### src/rtl/core_ctrl_pkg.sv
// core_ctrl_pkg
// Shared types and defaults for the run/step controller.
//   run_state_t         : controller state encoding
//   DEBOUNCE_CYCLES_DEF : stable samples needed to accept a button level (10 ms at 125 MHz)
//   CNT_W_DEF           : default width of the issued-cycle counter
package core_ctrl_pkg;

    typedef enum logic [1:0] {
        ST_HALT = 2'd0,
        ST_RUN  = 2'd1,
        ST_STEP = 2'd2
    } run_state_t;

    localparam int DEBOUNCE_CYCLES_DEF = 1_250_000;
    localparam int CNT_W_DEF           = 32;

endpackage

### src/rtl/core_run_ctrl_if.sv
// core_run_ctrl_if
// Connection between the run controller and the core it gates.
//   halt_req  : core -> ctrl, trap asks the controller to stop issuing enables
//   core_en   : ctrl -> core, single-cycle clock enable
//   halted    : ctrl -> core/display, controller is in HALT
//   cycle_cnt : ctrl -> display, enables issued since reset
interface core_run_ctrl_if #(
    parameter int CNT_W = 32
);
    logic             halt_req;
    logic             core_en;
    logic             halted;
    logic [CNT_W-1:0] cycle_cnt;

    modport master (
        input  halt_req,
        output core_en,
        output halted,
        output cycle_cnt
    );

    modport slave (
        output halt_req,
        input  core_en,
        input  halted,
        input  cycle_cnt
    );
endinterface

### src/rtl/btn_debounce.sv
// btn_debounce
// Synchronises a raw bouncing push-button and emits one pulse per accepted press.
//   clk_in : system clock
//   rst    : asynchronous active-low reset
//   btn    : raw active-high button, asynchronous
//   press  : one-cycle pulse on an accepted 0->1 level change
module btn_debounce
    import core_ctrl_pkg::*;
#(
    parameter int DEBOUNCE_CYCLES = DEBOUNCE_CYCLES_DEF
) (
    input  logic clk_in,
    input  logic rst,
    input  logic btn,
    output logic press
);
    localparam int CW = (DEBOUNCE_CYCLES > 1) ? $clog2(DEBOUNCE_CYCLES) : 1;
    localparam logic [CW-1:0] TERM = CW'(DEBOUNCE_CYCLES - 1);

    logic          sync1;
    logic          sync2;
    logic          level;
    logic [CW-1:0] cnt;

    // Any sample agreeing with the accepted level restarts the count, so a
    // bounce shorter than the window never gets accepted.
    always_ff @(posedge clk_in or negedge rst) begin
        if (!rst) begin
            sync1 <= 1'b0;
            sync2 <= 1'b0;
            level <= 1'b0;
            cnt   <= '0;
            press <= 1'b0;
        end else begin
            sync1 <= btn;
            sync2 <= sync1;
            press <= 1'b0;
            if (sync2 == level) begin
                cnt <= '0;
            end else if (cnt == TERM) begin
                level <= sync2;
                cnt   <= '0;
                press <= sync2;
            end else begin
                cnt <= cnt + 1'b1;
            end
        end
    end
endmodule

### src/rtl/core_run_ctrl.sv
// core_run_ctrl
// Turns rising edges of the divided slow clock into single-cycle core enables,
// in free-run mode or one per debounced step press; honours core halt requests.
//   clk_in   : 125 MHz system clock
//   rst      : asynchronous active-low reset
//   slow_clk : divided clock, asynchronous
//   run_sw   : free-run switch, asynchronous
//   step_btn : raw step button, asynchronous
//   core     : core-side interface (halt_req in; core_en, halted, cycle_cnt out)
//
// state   | meaning
// --------+---------------------------------------------------------------
// ST_HALT | no enables; wait for run switch (unlocked) or a step press
// ST_RUN  | one enable per slow_clk rise
// ST_STEP | one enable on the next slow_clk rise, then back to ST_HALT
module core_run_ctrl
    import core_ctrl_pkg::*;
#(
    parameter int DEBOUNCE_CYCLES = DEBOUNCE_CYCLES_DEF,
    parameter int CNT_W           = CNT_W_DEF
) (
    input  logic             clk_in,
    input  logic             rst,
    input  logic             slow_clk,
    input  logic             run_sw,
    input  logic             step_btn,
    core_run_ctrl_if.master  core
);
    logic             slow_s1, slow_s2, slow_s3;
    logic             run_s1, run_sw_s;
    logic             tick;
    logic             step_press;
    run_state_t       state, state_n;
    logic             halt_lock;
    logic             lock_set;
    logic             core_en_n;
    logic             core_en_q;
    logic             halted_q;
    logic [CNT_W-1:0] cnt_q;

    always_ff @(posedge clk_in or negedge rst) begin
        if (!rst) begin
            slow_s1  <= 1'b0;
            slow_s2  <= 1'b0;
            slow_s3  <= 1'b0;
            run_s1   <= 1'b0;
            run_sw_s <= 1'b0;
        end else begin
            slow_s1  <= slow_clk;
            slow_s2  <= slow_s1;
            slow_s3  <= slow_s2;
            run_s1   <= run_sw;
            run_sw_s <= run_s1;
        end
    end

    assign tick = slow_s2 & ~slow_s3;

    btn_debounce #(
        .DEBOUNCE_CYCLES(DEBOUNCE_CYCLES)
    ) u_step_db (
        .clk_in (clk_in),
        .rst    (rst),
        .btn    (step_btn),
        .press  (step_press)
    );

    always_ff @(posedge clk_in or negedge rst) begin
        if (!rst) begin
            state     <= ST_HALT;
            core_en_q <= 1'b0;
            halted_q  <= 1'b1;
        end else begin
            state     <= state_n;
            core_en_q <= core_en_n;
            halted_q  <= (state_n == ST_HALT);
        end
    end

    // halt_req outranks the switch, which outranks tick.
    always_comb begin
        state_n   = state;
        core_en_n = 1'b0;
        lock_set  = 1'b0;
        case (state)
            ST_HALT: begin
                if (run_sw_s && !halt_lock) begin
                    state_n = ST_RUN;
                end else if (step_press) begin
                    state_n = ST_STEP;
                end
            end
            ST_RUN: begin
                if (core.halt_req) begin
                    state_n  = ST_HALT;
                    lock_set = 1'b1;
                end else if (!run_sw_s) begin
                    state_n = ST_HALT;
                end else if (tick) begin
                    core_en_n = 1'b1;
                end
            end
            ST_STEP: begin
                if (core.halt_req) begin
                    state_n  = ST_HALT;
                    lock_set = 1'b1;
                end else if (tick) begin
                    core_en_n = 1'b1;
                    state_n   = ST_HALT;
                end
            end
            default: state_n = ST_HALT;
        endcase
    end

    // The lock survives while the switch stays on, so a trapped core only
    // free-runs again after the switch is cycled off and on.
    always_ff @(posedge clk_in or negedge rst) begin
        if (!rst) begin
            halt_lock <= 1'b0;
        end else if (!run_sw_s) begin
            halt_lock <= 1'b0;
        end else if (lock_set) begin
            halt_lock <= 1'b1;
        end
    end

    always_ff @(posedge clk_in or negedge rst) begin
        if (!rst) begin
            cnt_q <= '0;
        end else if (core_en_q) begin
            cnt_q <= cnt_q + 1'b1;
        end
    end

    assign core.core_en   = core_en_q;
    assign core.halted    = halted_q;
    assign core.cycle_cnt = cnt_q;
endmodule
### src/flat_wrapper.sv
// flat-port wrapper written by rule: the top's interface ports become plain ports
module core_run_ctrl_flat import core_ctrl_pkg::*;
#(
    parameter int DEBOUNCE_CYCLES = DEBOUNCE_CYCLES_DEF,
    parameter int CNT_W           = CNT_W_DEF
)
  (clk_in, rst, slow_clk, run_sw, step_btn, core_halt_req, core_core_en, core_halted, core_cycle_cnt);
  core_run_ctrl_if #(.CNT_W(CNT_W)) core_i ();
  input  logic clk_in;
  input  logic rst;
  input  logic slow_clk;
  input  logic run_sw;
  input  logic step_btn;
  input wire logic [$bits(core_i.halt_req)-1:0] core_halt_req;
  output wire logic [$bits(core_i.core_en)-1:0] core_core_en;
  output wire logic [$bits(core_i.halted)-1:0] core_halted;
  output wire logic [$bits(core_i.cycle_cnt)-1:0] core_cycle_cnt;
  assign core_i.halt_req = core_halt_req;
  assign core_core_en = core_i.core_en;
  assign core_halted = core_i.halted;
  assign core_cycle_cnt = core_i.cycle_cnt;
  core_run_ctrl #(.DEBOUNCE_CYCLES(DEBOUNCE_CYCLES), .CNT_W(CNT_W)) u_core (.clk_in(clk_in), .rst(rst), .slow_clk(slow_clk), .run_sw(run_sw), .step_btn(step_btn), .core(core_i));
endmodule
### config.mk
export PLATFORM = sky130hd
export DESIGN_NAME = core_run_ctrl_flat
export DESIGN_NICKNAME = d
export VERILOG_FILES = /design/src/rtl/core_ctrl_pkg.sv /design/src/rtl/core_run_ctrl_if.sv /design/src/rtl/btn_debounce.sv /design/src/rtl/core_run_ctrl.sv /design/src/flat_wrapper.sv
export SDC_FILE = /design/constraint.sdc
export NUM_CORES = 1
export LEC_CHECK = 0
export ABC_AREA = 1
export BUFFER_PORTS_ARGS = -buffer_cell sky130_fd_sc_hd__buf_4
export CAP_MARGIN = 20
export CORE_MARGIN = 2
export CORE_UTILIZATION = 32
export CTS_CLUSTER_SIZE = 24
export DETAILED_ROUTE_END_ITERATION = 12
export PLACE_DENSITY = 0.49
export SLEW_MARGIN = 20
export SYNTH_ARGS = -nofsm -noshare
export SYNTH_HDL_FRONTEND = slang
export SYNTH_SLANG_ARGS = --single-unit
### constraint.sdc
create_clock -name clk_in -period 1.4 [get_ports clk_in]
set_input_delay 0.35 -clock clk_in [delete_from_list [all_inputs] [get_ports clk_in]]
set_output_delay 0.35 -clock clk_in [all_outputs]
set_load 0.01 [all_outputs]
==> flow_summary.json <==
{
  "status": "finished, violations left",
  "failed_checks": "setup timing",
  "cp.arrival_ns": 1.05,
  "fp.dieH_um": 109.2,
  "synth_cells": 437,
  "highest_layer": "met4",
  "met2_wirelength_mm": 3.978,
  "synth_common_cells": "nand2_1, nor2_1, dfrtp_1",
  "root_buffer": "clkbuf_8",
  "wirelength_mm": 8.239,
  "num-nets-final": 546,
  "drv_slew": 0,
  "final-hold-violation-count": 0,
  "vias": 3036,
  "critical_path_class": "reg2out",
  "avgSynthCellArea_um2": 8.111,
  "cts_tree": "done",
  "critPathCaptureType": "output port",
  "post-synth-top-count-cell": "nand2_1",
  "core_area_um2": 10840,
  "path_max_fanout": 3,
  "met3_length_um": 356,
  "dp_hpwl_mm": 5.860,
  "intPower_mw": 3.554,
  "syn_area_um2": 3545,
  "yosysSeqAreaShare_pct": 47.33,
  "yosysTopAreaCell": "dfrtp_1",
  "cp-start-kind": "flip-flop",
  "die_w_um": 109.2,
  "first_pass_iters": 4,
  "clk_path_buf_depth": 2,
  "fmax_ghz": 0.7138,
  "clock_skew_ns": 0.008591,
  "finalWorstSetupSlack_ns": -0.001043,
  "worstMarginPinSlew_ns": 0.3655,
  "rows": 38,
  "grt_max_degree": 68,
  "start_util_pct": 32.70,
  "io_buffers": 39,
  "ys_async_sr_fraction_pct": 100.0,
  "p_per_area_nw_per_um2": 966.7,
  "cts_buffers": 9,
  "overflow": 0,
  "synth_edf_count": 0,
  "power_leakage_nw": 2.330,
  "grt_pass1_vias": 3007,
  "htree_levels": 3,
  "dr.first_iter.drc_count": 121,
  "drt-wirelength-per-cell_um": 12.13,
  "max_slew_margin_pct": 75.64,
  "synth.distinct_cells": 30,
  "vdd.ir_drop.worst_v": 0.0005012,
  "largest_register_ffs": 32,
  "die_area_um2": 11930,
  "routed_via_density": 4.471,
  "min_period_ns": 1.401,
  "clock_latency_ns": 0.36,
  "antenna_found_initial": 0,
  "grtUsageTotal_pct": 14.85,
  "synthFlopType": "dfrtp_1",
  "synth_fp_nets": 449,
  "rsz0062_at_grt": "true",
  "reg2reg_slack_ns": 0.03,
  "yosysTopAreaCellShare_pct": 46.59,
  "routabilityCongestion": 0.8180,
  "hold_slack_ns": 0.09223,
  "drc": 0,
  "layout-area-overhead-vs-synth_pct": 38.79,
  "comb_power_share_pct": 13.1,
  "ys_seq_elements": 67,
  "drive_gt1_share_pct": 32.65,
  "clk_pin_slew_worst_paths_ns": 0.08,
  "grt_pass1_wl_mm": 13.64,
  "pin_count": 40,
  "clockPowerShare_pct": 42.5,
  "setup_tns_ns": -0.001043,
  "max-cap-violations": 0,
  "cts_sinks": 67,
  "antennaDiodeCount": 0,
  "yosys_warnings": 0,
  "swShare_pct": 25.26,
  "switchingPower_mw": 1.201,
  "wl_met1_mm": 3.727,
  "fin_crit_sh_pct": 100.1,
  "antenna_left": 0,
  "synth.area.top_cells": "dfrtp_1, nand2_1, nor2_1",
  "seqPwrFrac_pct": 44.4,
  "hold_class": "in2reg",
  "finalSetupViolations": 1,
  "required_ns": 1.05
}
## area by class of cell
cell class	instances	area [um^2]
multi-input cells	312	1863
clock inverters	7	123.9
inverters	57	214.0
repair buffers	87	735.7
well taps	140	175.2
clock buffers	9	123.9
fillers	1043	5921
flip-flops and latches	67	1684
## critical path, stage by stage (launching register included)
cell	delay, ns
dfrtp_1	0.44
buf_6	0.15
buf_6	0.11
## layer usage
layer  GRT usage [%]  vias to the layer above
met3           4.124                       16
met5               0                        -
met2           24.27                       51
met4           6.510                        0
li1                -                     1548
met1           18.31                     1421
## cells in the final DEF, fill, tap and decap left out, types with 4 or more instances in the layout
| cell type | netlist | layout |
|---|---|---|
| nand2_1 | 109 | 99 |
| buf_4 | 0 | 67 |
| dfrtp_1 | 66 | 61 |
| nor2_1 | 73 | 55 |
| inv_1 | 53 | 52 |
| nand3_1 | 31 | 28 |
| xor2_1 | 21 | 21 |
| buf_6 | 0 | 18 |
| nand2_2 | 8 | 17 |
| nor2_4 | 3 | 16 |
| xnor2_1 | 12 | 12 |
| nor2_2 | 6 | 11 |
| clkbuf_8 | 0 | 9 |
| nor3_1 | 6 | 6 |
| a21oi_1 | 8 | 5 |
| inv_2 | 4 | 5 |
| nand4_1 | 5 | 5 |
| dfrtp_2 | 0 | 5 |
| nand3_4 | 1 | 4 |
| ha_1 | 6 | 4 |
## path summary, 6_finish.rpt
kind / depth (start not counted) / startpoint / endpoint
max in group asynchronous: 3 / rst / u_core.core.halted
min in group asynchronous: 3 / rst / u_core.core.cycle_cnt[7]
setup reg to reg: 7 / u_core.core.cycle_cnt[1] / u_core.core.cycle_cnt[22]
setup / recovery: 2 / u_core.core.cycle_cnt[1] / core_cycle_cnt[1]
hold / removal: 1 / run_sw / u_core.run_s1
hold reg to reg: 0 / u_core.run_s1 / u_core.run_sw_s
## power by group through the flow
stage,Sequential [mW],Clock [mW],Combinational [mW]
6_report,2.11,2.02,0.624
5_1_grt,2.12,2.17,0.694
4_1_cts,2.09,2.08,0.517
3_5_place_dp,2.13,0,0.491
3_3_place_gp,2.12,0,0.481
2_1_floorplan,2.16,0,0.199
## per-stage QoR
stage	area (um^2)	std cells	setup slack (ns)	utilization [%]	total power, mW
2_1_floorplan	3548	437	0.001596	-	2.360
3_3_place_gp	4219	641	0.006508	38.92	2.604
3_5_place_dp	4219	641	-0.05919	38.92	2.621
4_1_cts	4536	662	-0.01344	41.84	4.688
5_1_grt	4920	679	-0.04345	45.38	4.988
6_report	4920	679	-0.001043	45.38	4.756
## kinds of logic (layout without fill, tap and decap cells)
logic type      count (synthesis)  count (layout)  synth area share [%]
fa+ha+maj                       6               6                 2.118
xor+xnor                       33              33                 8.154
compound gates                 16              16                 2.401
flops                          67              67                 47.34
simple gates                  257             257                 33.82
buf+inv                        58             160                 6.177
## repair_timing
action / in CTS / in global routing
pin swaps: 1 / 16
endpoints found under the setup margin: 24 / 46
hold buffers: 1 / 0
endpoints found under the hold margin: 6 / 0
resized for setup: 8 / 71
setup buffers: 5 / 17
Note: power is estimated with default switching activity, not from simulation.
